==> config.mk <==
export PLATFORM = sky130hd
export DESIGN_NAME = debug_unit
export DESIGN_NICKNAME = d
export VERILOG_FILES = /design/src/rtl/debug_pkg.sv /design/src/rtl/word_serializer.sv /design/src/rtl/debug_unit.sv
export SDC_FILE = /design/constraint.sdc
export NUM_CORES = 1
export LEC_CHECK = 0
export ABC_AREA = 1
export CAP_MARGIN = 20
export CORE_ASPECT_RATIO = 1.25
export CORE_MARGIN = 2
export CORE_UTILIZATION = 50
export DETAILED_ROUTE_END_ITERATION = 10
export PLACE_DENSITY = 0.86
export SLEW_MARGIN = 20
export SYNTH_ARGS = -nofsm -noshare
export SYNTH_HDL_FRONTEND = slang
export SYNTH_HIERARCHICAL = 1
export SYNTH_SLANG_ARGS = --single-unit
==> constraint.sdc <==
create_clock -name clk -period 4.45 [get_ports clk]
set_input_delay 0.6675 -clock clk [delete_from_list [all_inputs] [get_ports clk]]
set_output_delay 0.6675 -clock clk [all_outputs]
set_load 0.005 [all_outputs]
==> src/rtl/debug_pkg.sv <==
// Shared command codes, FSM state encoding and byte-framing constants
// for the debug controller.
package debug_pkg;

  localparam logic [7:0] CMD_RUN  = 8'h63;
  localparam logic [7:0] CMD_STEP = 8'h73;
  localparam logic [7:0] CMD_DUMP = 8'h64;

  localparam int BYTES_PER_WORD = 4;

  typedef enum logic [2:0] {
    IDLE,
    RUN,
    STEP,
    D_LOAD,
    D_SEND
  } state_t;

endpackage

==> src/rtl/word_serializer.sv <==
// Presents a loaded 32-bit word as BYTES_PER_WORD bytes, MSB first, over
// a valid/ready handshake; o_done pulses with the final accepted byte.
module word_serializer
  import debug_pkg::*;
(
  input  logic        i_clk,
  input  logic        i_reset,
  input  logic        i_load,
  input  logic [31:0] i_word,
  input  logic        i_ready,
  output logic [7:0]  o_data,
  output logic        o_valid,
  output logic        o_done
);

  localparam int CNT_W = $clog2(BYTES_PER_WORD);

  logic [31:0]      r_shift;
  logic [CNT_W-1:0] r_cnt;
  logic             r_valid;
  logic             w_fire;
  logic             w_last;

  assign w_fire  = r_valid && i_ready;
  assign w_last  = (r_cnt == CNT_W'(BYTES_PER_WORD - 1));
  assign o_data  = r_shift[31:24];
  assign o_valid = r_valid;
  assign o_done  = w_fire && w_last;

  always_ff @(posedge i_clk or posedge i_reset) begin
    if (i_reset) begin
      r_shift <= '0;
      r_cnt   <= '0;
      r_valid <= 1'b0;
    end else if (i_load) begin
      r_shift <= i_word;
      r_cnt   <= '0;
      r_valid <= 1'b1;
    end else if (w_fire) begin
      // Last byte stays on o_data after completion; only valid drops.
      if (w_last) begin
        r_valid <= 1'b0;
      end else begin
        r_shift <= {r_shift[23:0], 8'h00};
        r_cnt   <= r_cnt + 1'b1;
      end
    end
  end

endmodule

==> src/rtl/debug_unit.sv <==
// Host-driven debug controller: run-to-halt, single-step and a state dump
// of the PC followed by N_WORDS debug-bus words, streamed out as bytes.
module debug_unit
  import debug_pkg::*;
#(
  parameter int N_WORDS  = 32,
  parameter int READ_LAT = 1
) (
  input  logic        clk,
  input  logic        reset,
  input  logic [7:0]  rx_data,
  input  logic        rx_valid,
  output logic [7:0]  tx_data,
  output logic        tx_valid,
  input  logic        tx_ready,
  input  logic        halted,
  input  logic [31:0] pc_value,
  input  logic [31:0] dbg_data,
  output logic        pipe_en,
  output logic        debugMode,
  output logic [31:0] DebugAddress
);

  localparam int IDX_W = $clog2(N_WORDS + 1);
  localparam int LAT_W = (READ_LAT > 0) ? $clog2(READ_LAT + 1) : 1;

  state_t           r_state, w_state_nxt;
  logic [IDX_W-1:0] r_item, w_item_nxt;
  logic [IDX_W-1:0] r_addr, w_addr_nxt;
  logic [LAT_W-1:0] r_lat, w_lat_nxt;
  logic             w_load;
  logic             w_done;
  logic [31:0]      w_word;

  always_ff @(posedge clk or posedge reset) begin
    if (reset) begin
      r_state <= IDLE;
      r_item  <= '0;
      r_addr  <= '0;
      r_lat   <= '0;
    end else begin
      r_state <= w_state_nxt;
      r_item  <= w_item_nxt;
      r_addr  <= w_addr_nxt;
      r_lat   <= w_lat_nxt;
    end
  end

  always_comb begin
    w_state_nxt = r_state;
    w_item_nxt  = r_item;
    w_addr_nxt  = r_addr;
    w_lat_nxt   = r_lat;
    w_load      = 1'b0;
    case (r_state)
      IDLE: begin
        if (rx_valid) begin
          case (rx_data)
            CMD_RUN:  w_state_nxt = RUN;
            CMD_STEP: w_state_nxt = STEP;
            CMD_DUMP: begin
              w_state_nxt = D_LOAD;
              w_item_nxt  = '0;
              w_addr_nxt  = '0;
              w_lat_nxt   = '0;
            end
            default:  w_state_nxt = IDLE;
          endcase
        end
      end
      RUN: begin
        if (halted) w_state_nxt = IDLE;
      end
      STEP: w_state_nxt = IDLE;
      D_LOAD: begin
        if (r_lat == LAT_W'(READ_LAT)) begin
          w_load      = 1'b1;
          w_state_nxt = D_SEND;
        end else begin
          w_lat_nxt = r_lat + 1'b1;
        end
      end
      D_SEND: begin
        if (w_done) begin
          if (r_item == IDX_W'(N_WORDS)) begin
            w_state_nxt = IDLE;
          end else begin
            // Item k+1 reads debug word k, so the old item index is the new address.
            w_state_nxt = D_LOAD;
            w_item_nxt  = r_item + 1'b1;
            w_addr_nxt  = r_item;
            w_lat_nxt   = '0;
          end
        end
      end
      default: w_state_nxt = IDLE;
    endcase
  end

  assign w_word       = (r_item == '0) ? pc_value : dbg_data;
  assign pipe_en      = ((r_state == RUN) && !halted) || (r_state == STEP);
  assign debugMode    = !((r_state == RUN) || (r_state == STEP));
  assign DebugAddress = 32'(r_addr);

  word_serializer u_ser (
    .i_clk   (clk),
    .i_reset (reset),
    .i_load  (w_load),
    .i_word  (w_word),
    .i_ready (tx_ready),
    .o_data  (tx_data),
    .o_valid (tx_valid),
    .o_done  (w_done)
  );

endmodule

==> summary.md, run 1 <==
| Metric | Value |
|---|---|
| Adder and majority gate portion of the synthesized area | `~1.0%` |
| PostCTS Resize Cnt | `0` |
| Worst supply voltage drop on vdd | `between 0.1 and 0.15 mV` |
| Psw | `around 280 uW` |
| Post-cts hold buffer count | `0` |
| Final Hold Vio Count | `0` |
| Leakage power figure | `0.002292 uW` |
| Peak clock frequency supported by timing | `between 400 and 500 MHz` |
| Maximum number of buffers from clock root to sink | `2` |
| Run status | `finished clean` |
| Num CTS Buffers | `5` |
| Max Fanout on Critical Path | `2` |
| Final instance count without filler cells | `approximately 630` |
| Buffer count from post-CTS setup fixing | `0` |
| Routability congestion estimate | `0.8210` |
| Initial core utilization | `51.72%` |
| Final-layout setup total negative slack | `0 ns` |
| Multiplexer area fraction after synthesis | `between 10% and 20%` |
| Simple logic cell fraction of the synthesized area | `approximately a third` |
| Number of cells produced by synthesis | `approximately 470` |
| Slew at the pin closest to its max-slew limit | `slightly above 0.8 ns` |
| Critical path buffers and inverters | `3` |
| Top Ports | `120` |
| Hpwl dp | `5607 um` |
| Max-cap violations | `0` |
| Largest clock skew in the final design | `roughly 0.01 ns` |
| Std-Cell Core Area | `between 6000 and 7000 um2` |
| GR Util All Layers | `approximately a fifth` |
| Hold Path Class | `flop to flop` |
| First-pass iteration count of the detailed router | `5` |
| Per-cell via count in the routed design | `approximately 4.9` |
| Compound-gate portion of the synthesized area | `less than 1%` |
| Total congestion overflow after global routing | `0` |
| Vertical die dimension | `approximately 100 um` |
| Net switching share of the total power | `about 29%` |
| Critical path's slowest cell | `sky130_fd_sc_hd__clkdlybuf4s50_1` |
| Worst Setup Path Type | `input pin to output pin` |
| Number of violations reported at the end of detailed-routing iteration 0 | `200` |
| Wire length per cell after detailed routing | `around 12 um` |
| Sinks on the clock net | `51` |
| Number of H-tree levels | `2` |
| Xor/xnor share of the synthesized area | `0.4854%` |
| Required time reported for the critical path endpoint | `roughly 3.8 ns` |
| Clock Tree Root | `sky130_fd_sc_hd__clkbuf_8` |
| Number of antenna violations at the first check in global routing | `0` |
| Final max-slew violation count | `0` |
| Netlist area before placement | `3608 um2` |
| Cell internal power dissipation | `about 710 uW` |
| Final routed wirelength across all metal layers | `7773 um` |
| Area of the die | `7917 um2` |
| Critical Path Start Type | `input pin` |
| Total of buffers placed on input and output ports | `just over 90` |
| Critical path's largest stage delay | `approximately 0.50 ns` |
| Sequential cell fraction of total power | `50.4%` |
| Yosys warning count | `6` |
| Crit path time final | `roughly 2.5 ns` |
| Portion of total power attributed to combinational logic | `21.9%` |
| Antenna cell count | `0` |
| Total setup violations reported at the end of the flow | `0` |
| Final #Nets | `620` |
| Maximum number of pins on one net before global-route repair | `slightly above 60` |
| Fraction of final layout cells with drive strength greater than 1 | `between 10% and 20%` |
| Insertion delay to the later sink of the worst-skew pair | `around 0.31 ns` |
| Via count | `between 3000 and 4000` |
| Type of element capturing the critical path | `output pin` |
| Count of state elements after synthesis | `between 50 and 60` |
| Remaining design rule violation count | `0` |
| Avg Synthesized Cell Area | `just under 8 um2` |
| Wire length of the first global-routing pass | `~13000 um` |
| Dominant combinational cell family by area after synthesis | `simple AND/OR/NAND/NOR gates` |
| Cell class contributing the biggest share of worst-path delay | `buffers and inverters` |
| Commonest non-fill, non-tap cell in the layout | `sky130_fd_sc_hd__nand2_1` |
| Clock share of power | `about 28%` |
| Remaining antenna violation count | `0` |
| Total power density per cell area | `222.2 nW/um2` |
| Crit path DAT | `about 1.8 ns` |
| Cell count after placement | `between 600 and 700` |
| Top library cells by usage in the layout, fill and taps aside | `sky130_fd_sc_hd__nand2_1 (201), sky130_fd_sc_hd__clkdlybuf4s50_1 (93), sky130_fd_sc_hd__dfrtp_1 (51), sky130_fd_sc_hd__nand3_1 (38), sky130_fd_sc_hd__mux2_4 (30)` |
| TritonCTS clock tree | `built` |
| Portion of the clock cycle consumed by the worst path in the final layout | `55.20%` |
| Overall die width | `between 70 and 80 um` |
| Remaining max-slew budget at the tightest pin | `between 40% and 50%` |
| Area growth, synth to finish | `23.02%` |
| Setup repair after global routing missed its margin | `no` |
| Sequence of cells on the critical path | `clkdlybuf4s50_1 -> inv_1 -> nand4_1 -> nand2_1 -> clkdlybuf4s50_1` |
| Most used cell, CP | `sky130_fd_sc_hd__clkdlybuf4s50_1` |
| Number of global-route vias before repair | `2916` |
| Post-CTS clock slew at the launch and capture registers of the worst setup and hold paths | `0.10 ns` |
| Sequential-to-total area share from yosys stat | `roughly 35%` |
| Total number of placement rows | `34` |
| Unique cell type count in the Yosys netlist | `27` |
-- power groups by stage --
| stage | registers (uW) | clock network, uW | logic, uW |
|---|---|---|---|
| global placement | 503 | 0 | 211 |
| floorplan | 502 | 0 | 144 |
| finish | 497 | 273 | 216 |
| CTS | 496 | 281 | 218 |
| detailed placement | 504 | 0 | 218 |
| global route | 498 | 300 | 242 |
-- state kept, by name (all words and copies together) (netlist names) --
signal         flops
u_ser/r_shift     32
r_addr             6
r_item             6
r_state            3
u_ser/r_cnt        2
r_lat              1
u_ser/o_valid      1
-- layer usage --
metal | GRT usage, % | routed length (um) | vias to the layer above
li1 | - | - | 1552
met1 | 25.58 | 3149 | 1445
met2 | 33.91 | 4018 | 104
met3 | 3.663 | 450 | 16
met4 | 6.910 | 154 | 0
met5 | 0 | 0 | -
-- worst min-delay path: cells and delay by family, from the launching register on --
kind	cells	cell delay (ns)
DFF	1	0.36
and+or+nand+nor	2	0.10
-- kinds of logic (layout without fill, tap and decap cells) --
kind of cell | Yosys count | after routing
buf+inv | 85 | 132
other cells | 1 | 26
xor+xnor | 2 | 2
flops | 51 | 51
compound gates | 7 | 7
mux | 32 | 32
fa+ha+maj | 3 | 3
simple gates | 288 | 288
-- area by class of cell --
type	instances	area (um2)
timing repair buffer	95	945.9
inverter	29	111.4
tap	90	112.6
clock inverter	3	25.02
multi-input combinational	358	1899
clock buffer	5	68.82
sequential	51	1276
fill	604	2537
-- metrics by stage --
| stage | area, um2 | worst slack [ns] | power [uW] | hold WS (ns) | utilization (%) |
|---|---|---|---|---|---|
| 3_5_place_dp | 4345 | 1.984 | 721.7 | 0.4628 | 62.28 |
| 5_1_grt | 4439 | 1.928 | 1041 | 0.5171 | 63.63 |
| 4_1_cts | 4439 | 1.981 | 995.3 | 0.4872 | 63.63 |
| 3_3_place_gp | 4345 | 2.006 | 714.7 | 0.4579 | 62.28 |
| 2_1_floorplan | 3702 | 2.836 | 646.2 | 0.4419 | - |
| 6_report | 4439 | 1.993 | 986.6 | 0.4828 | 63.63 |
-- path summary, 6_finish.rpt --
| kind | startpoint | endpoint | slack [ns] | depth (start not counted) |
|---|---|---|---|---|
| max | halted | pipe_en | 1.99 | 5 |
| min | r_addr[5]$_DFFE_PP0P_ | r_addr[5]$_DFFE_PP0P_ | 0.48 | 2 |
| max reg2reg | r_item[0]$_DFFE_PP0P_ | u_ser/r_shift[27]$_DFFE_PP0P_ | 2.07 | 8 |
| min reg2reg | r_addr[5]$_DFFE_PP0P_ | r_addr[5]$_DFFE_PP0P_ | 0.48 | 2 |
| max in group asynchronous | reset | r_item[5]$_DFFE_PP0P_ | 3.28 | 2 |
| min in group asynchronous | reset | r_item[3]$_DFFE_PP0P_ | 0.77 | 2 |
-- cells in the mapped netlist, drive strengths merged --
cell type / instances / area, um2
buf: 56 / 417.9
nand4: 11 / 83.83
nor3: 3 / 20.02
dfrtp: 51 / 1276
o21ai: 7 / 35.03
nor2: 28 / 115.1
nand2: 205 / 789.5
mux2: 32 / 473.0
ha: 3 / 37.54
nand3: 41 / 227.7
inv: 29 / 111.4
xor2: 2 / 17.52
conb: 1 / 3.750
No activity file was read; power rests on OpenSTA's default activity.
==> inputs of run 2 (changes only) <==
--- a/config.mk
+++ b/config.mk
@@ -9,9 +9,9 @@
 export CAP_MARGIN = 20
 export CORE_ASPECT_RATIO = 1.25
 export CORE_MARGIN = 2
-export CORE_UTILIZATION = 50
+export CORE_UTILIZATION = 47
 export DETAILED_ROUTE_END_ITERATION = 10
-export PLACE_DENSITY = 0.86
+export PLACE_DENSITY = 0.82
 export SLEW_MARGIN = 20
 export SYNTH_ARGS = -nofsm -noshare
 export SYNTH_HDL_FRONTEND = slang
==> constraint.sdc (replaced) <==
create_clock -name clk -period 2.5 [get_ports clk]
set_input_delay 0.375 -clock clk [delete_from_list [all_inputs] [get_ports clk]]
set_output_delay 0.375 -clock clk [all_outputs]
set_load 0.005 [all_outputs]
==> summary.md, run 2 (synthesis gave the netlist of run 1 again) <==
| Metric | Value |
|---|---|
| Run status | `finished clean (unchanged)` |
| Register ranked first by flip-flop count | `u_ser/r_shift (unchanged)` |
| Post-cts hold buffer count | `0 (unchanged)` |
| Std-Cell Core Area | `7401 um2 (was 6977 um2)` |
| Top library cells by usage in the layout, fill and taps aside | `sky130_fd_sc_hd__nand2_1 (201), sky130_fd_sc_hd__clkdlybuf4s50_1 (93), sky130_fd_sc_hd__dfrtp_1 (51), sky130_fd_sc_hd__nand3_1 (38), sky130_fd_sc_hd__mux2_4 (30) (unchanged)` |
| Sinks on the clock net | `51 (unchanged)` |
| Area of the die | `8399 um2 (was 7917 um2)` |
| Fraction of final layout cells with drive strength greater than 1 | `10.87% (was 10.54%)` |
| WL met1 | `3241 um (was 3149 um)` |
| Leakage power figure | `0.002300 uW (was 0.002292 uW)` |
| Final Hold Vio Count | `0 (unchanged)` |
| Type of element capturing the critical path | `output pin (unchanged)` |
| Number of violations reported at the end of detailed-routing iteration 0 | `198 (was 200)` |
| Number of antenna violations at the first check in global routing | `0 (unchanged)` |
| Top Ports | `120 (unchanged)` |
| Critical Path Start Type | `flop (was input pin)` |
| GR Util All Layers | `19.28% (was 20.05%)` |
| Worst supply voltage drop on vdd | `0.2591 mV (was 0.1268 mV)` |
| Psw | `494.2 uW (was 281.2 uW)` |
| Final #Nets | `622 (was 620)` |
| TritonCTS clock tree | `built (unchanged)` |
| Wire length on met2 | `3901 um (was 4018 um)` |
| Max Fanout on Critical Path | `5 (was 2)` |
| Overall die width | `82.37 um (was 79.99 um)` |
| Wire length per cell after detailed routing | `12.29 um (was 12.32 um)` |
| Cell internal power dissipation | `1256 uW (was 705.4 uW)` |
| Clock Tree Root | `sky130_fd_sc_hd__clkbuf_8 (unchanged)` |
| Final-layout setup total negative slack | `0 ns (unchanged)` |
| Total area of multi-input combinational cells | `1899 um2 (unchanged)` |
| Peak clock frequency supported by timing | `between 500 and 600 MHz` |
| Number of flip-flops in the largest register | `32 (unchanged)` |
| Vertical die dimension | `102.0 um (was 98.98 um)` |
| Portion of the clock cycle consumed by the worst path in the final layout | `approximately four fifths` |
| Area occupied by registers | `1276 um2 (unchanged)` |
| Total number of placement rows | `35 (was 34)` |
| Overall power of the completed layout | `1750 uW (was 986.6 uW)` |
| Net switching share of the total power | `28.24% (was 28.50%)` |
| Remaining antenna violation count | `0 (unchanged)` |
| Worst Setup Path Type | `flop to output pin (was input pin to output pin)` |
| Total power density per cell area | `392.0 nW/um2 (was 222.2 nW/um2)` |
| Total congestion overflow after global routing | `0 (unchanged)` |
| Commonest non-fill, non-tap cell in the layout | `sky130_fd_sc_hd__nand2_1 (unchanged)` |
| Biggest registers after layout | `u_ser/r_shift x32, r_addr x6, r_item x6 (unchanged)` |
| Via count | `3092 (was 3117)` |
| Buffer count from post-CTS setup fixing | `0 (unchanged)` |
| Portion of total power attributed to combinational logic | `22.5% (was 21.9%)` |
| Post-CTS clock slew at the launch and capture registers of the worst setup and hold paths | `0.10 ns (about the same)` |
| Maximum number of pins on one net before global-route repair | `62 (unchanged)` |
| Filler cells | `685 (was 604)` |
| PostCTS Resize Cnt | `0 (unchanged)` |
| Uppermost layer routed | `met4 (unchanged)` |
| Number of H-tree levels | `2 (unchanged)` |
| Per-cell via count in the routed design | `4.869 (was 4.940)` |
| Total of buffers placed on input and output ports | `93 (unchanged)` |
| Setup repair after global routing missed its margin | `no (unchanged)` |
| Crit path DAT | `1.58 ns (was 1.79 ns)` |
| First-pass iteration count of the detailed router | `4 (was 5)` |
| Antenna cell count | `0 (unchanged)` |
| Clock share of power | `27.2% (was 27.7%)` |
| Final routed wirelength across all metal layers | `7804 um (was 7773 um)` |
| Num CTS Buffers | `5 (unchanged)` |
| Maximum number of buffers from clock root to sink | `2 (unchanged)` |
| Area growth, synth to finish | `23.72% (was 23.02%)` |
| Sequential cell fraction of total power | `50.3% (was 50.4%)` |
| Remaining design rule violation count | `0 (unchanged)` |
| Total setup violations reported at the end of the flow | `0 (unchanged)` |
| Post-Place Worst Slack | `0.4271 ns (was 1.984 ns)` |
| Max-cap violations | `0 (unchanged)` |
| Crit path time final | `just under 2 ns` |
| Total length of routed met3 wires | `478 um (was 450 um)` |
| Largest clock skew in the final design | `0.01218 ns (was 0.01021 ns)` |
| Routability congestion estimate | `0.8942 (was 0.8210)` |
| Wire length of the first global-routing pass | `12720 um (was 12840 um)` |
| Worst Slack Setup Final | `0.5410 ns (was 1.993 ns)` |
| Number of global-route vias before repair | `2897 (was 2916)` |
| Hold Path Class | `input pin to async pin (was flop to flop)` |
| Insertion delay to the later sink of the worst-skew pair | `0.31 ns (about the same)` |
| Required time reported for the critical path endpoint | `2.12 ns (was 3.78 ns)` |
| Initial core utilization | `48.76% (was 51.72%)` |
| Final max-slew violation count | `0 (unchanged)` |
| Slew at the pin closest to its max-slew limit | `0.6290 ns (was 0.8251 ns)` |
| Remaining max-slew budget at the tightest pin | `58.02% (was 44.88%)` |
| Hpwl dp | `5653 um (was 5607 um)` |
==> run 2: cell type report <==
cell class                      count  share of cell area [%]
Multi-Input combinational cell    358                   42.54
Sequential cell                    51                   28.59
Timing Repair Buffer               97                   21.80
Tap cell                           92                   2.578
Inverter                           29                   2.494
Clock buffer                        5                   1.541
Clock inverter                      3                  0.4484
==> run 2: worst paths after layout <==
check | end | slack, ns | start | cells past startpoint
min in group clk | r_addr[4]$_DFFE_PP0P_ | 0.49 | r_addr[4]$_DFFE_PP0P_ | 2
max reg2reg | u_ser/r_shift[17]$_DFFE_PP0P_ | 0.55 | r_item[0]$_DFFE_PP0P_ | 9
max | debugMode | 0.54 | r_state[2]$_DFFE_PP0P_ | 5
min reg2reg | r_addr[4]$_DFFE_PP0P_ | 0.49 | r_addr[4]$_DFFE_PP0P_ | 2
min | r_lat$_DFFE_PP0P_ | 0.48 | reset | 2
max in group asynchronous | r_item[4]$_DFFE_PP0P_ | 1.60 | reset | 2
==> run 2: worst max-delay path, cell delays in order (launching register included) <==
cell	delay, ns
sky130_fd_sc_hd__dfrtp_1	0.47
sky130_fd_sc_hd__inv_1	0.11
sky130_fd_sc_hd__nand3_1	0.11
sky130_fd_sc_hd__nand2_1	0.06
sky130_fd_sc_hd__inv_1	0.05
sky130_fd_sc_hd__clkdlybuf4s50_1	0.49
==> run 2: per-layer routing <==
| metal | track usage, % | up-vias |
|---|---|---|
| met5 | 0 | - |
| met4 | 6.538 | 0 |
| met3 | 3.710 | 14 |
| met2 | 32.57 | 96 |
| met1 | 24.52 | 1418 |
| li1 | - | 1564 |
==> run 2: power by group through the flow <==
stage	clock, uW	sequential, uW	combinational [uW]
global route	528	885	442
detailed placement	0	895	397
global placement	0	895	383
floorplan	0	893	257
CTS	493	880	400
finish	475	881	394
==> run 2: per-stage QoR <==
stage	area (um2)	instances	hold WS [ns]	utilization [%]
after floorplan	3702	494	0.2887	-
final	4464	635	0.4843	60.32
after detailed placement	4375	627	0.4614	59.12
after global routing	4464	635	0.5232	60.32
after global placement	4375	627	0.4573	59.12
after CTS	4464	635	0.4859	60.32
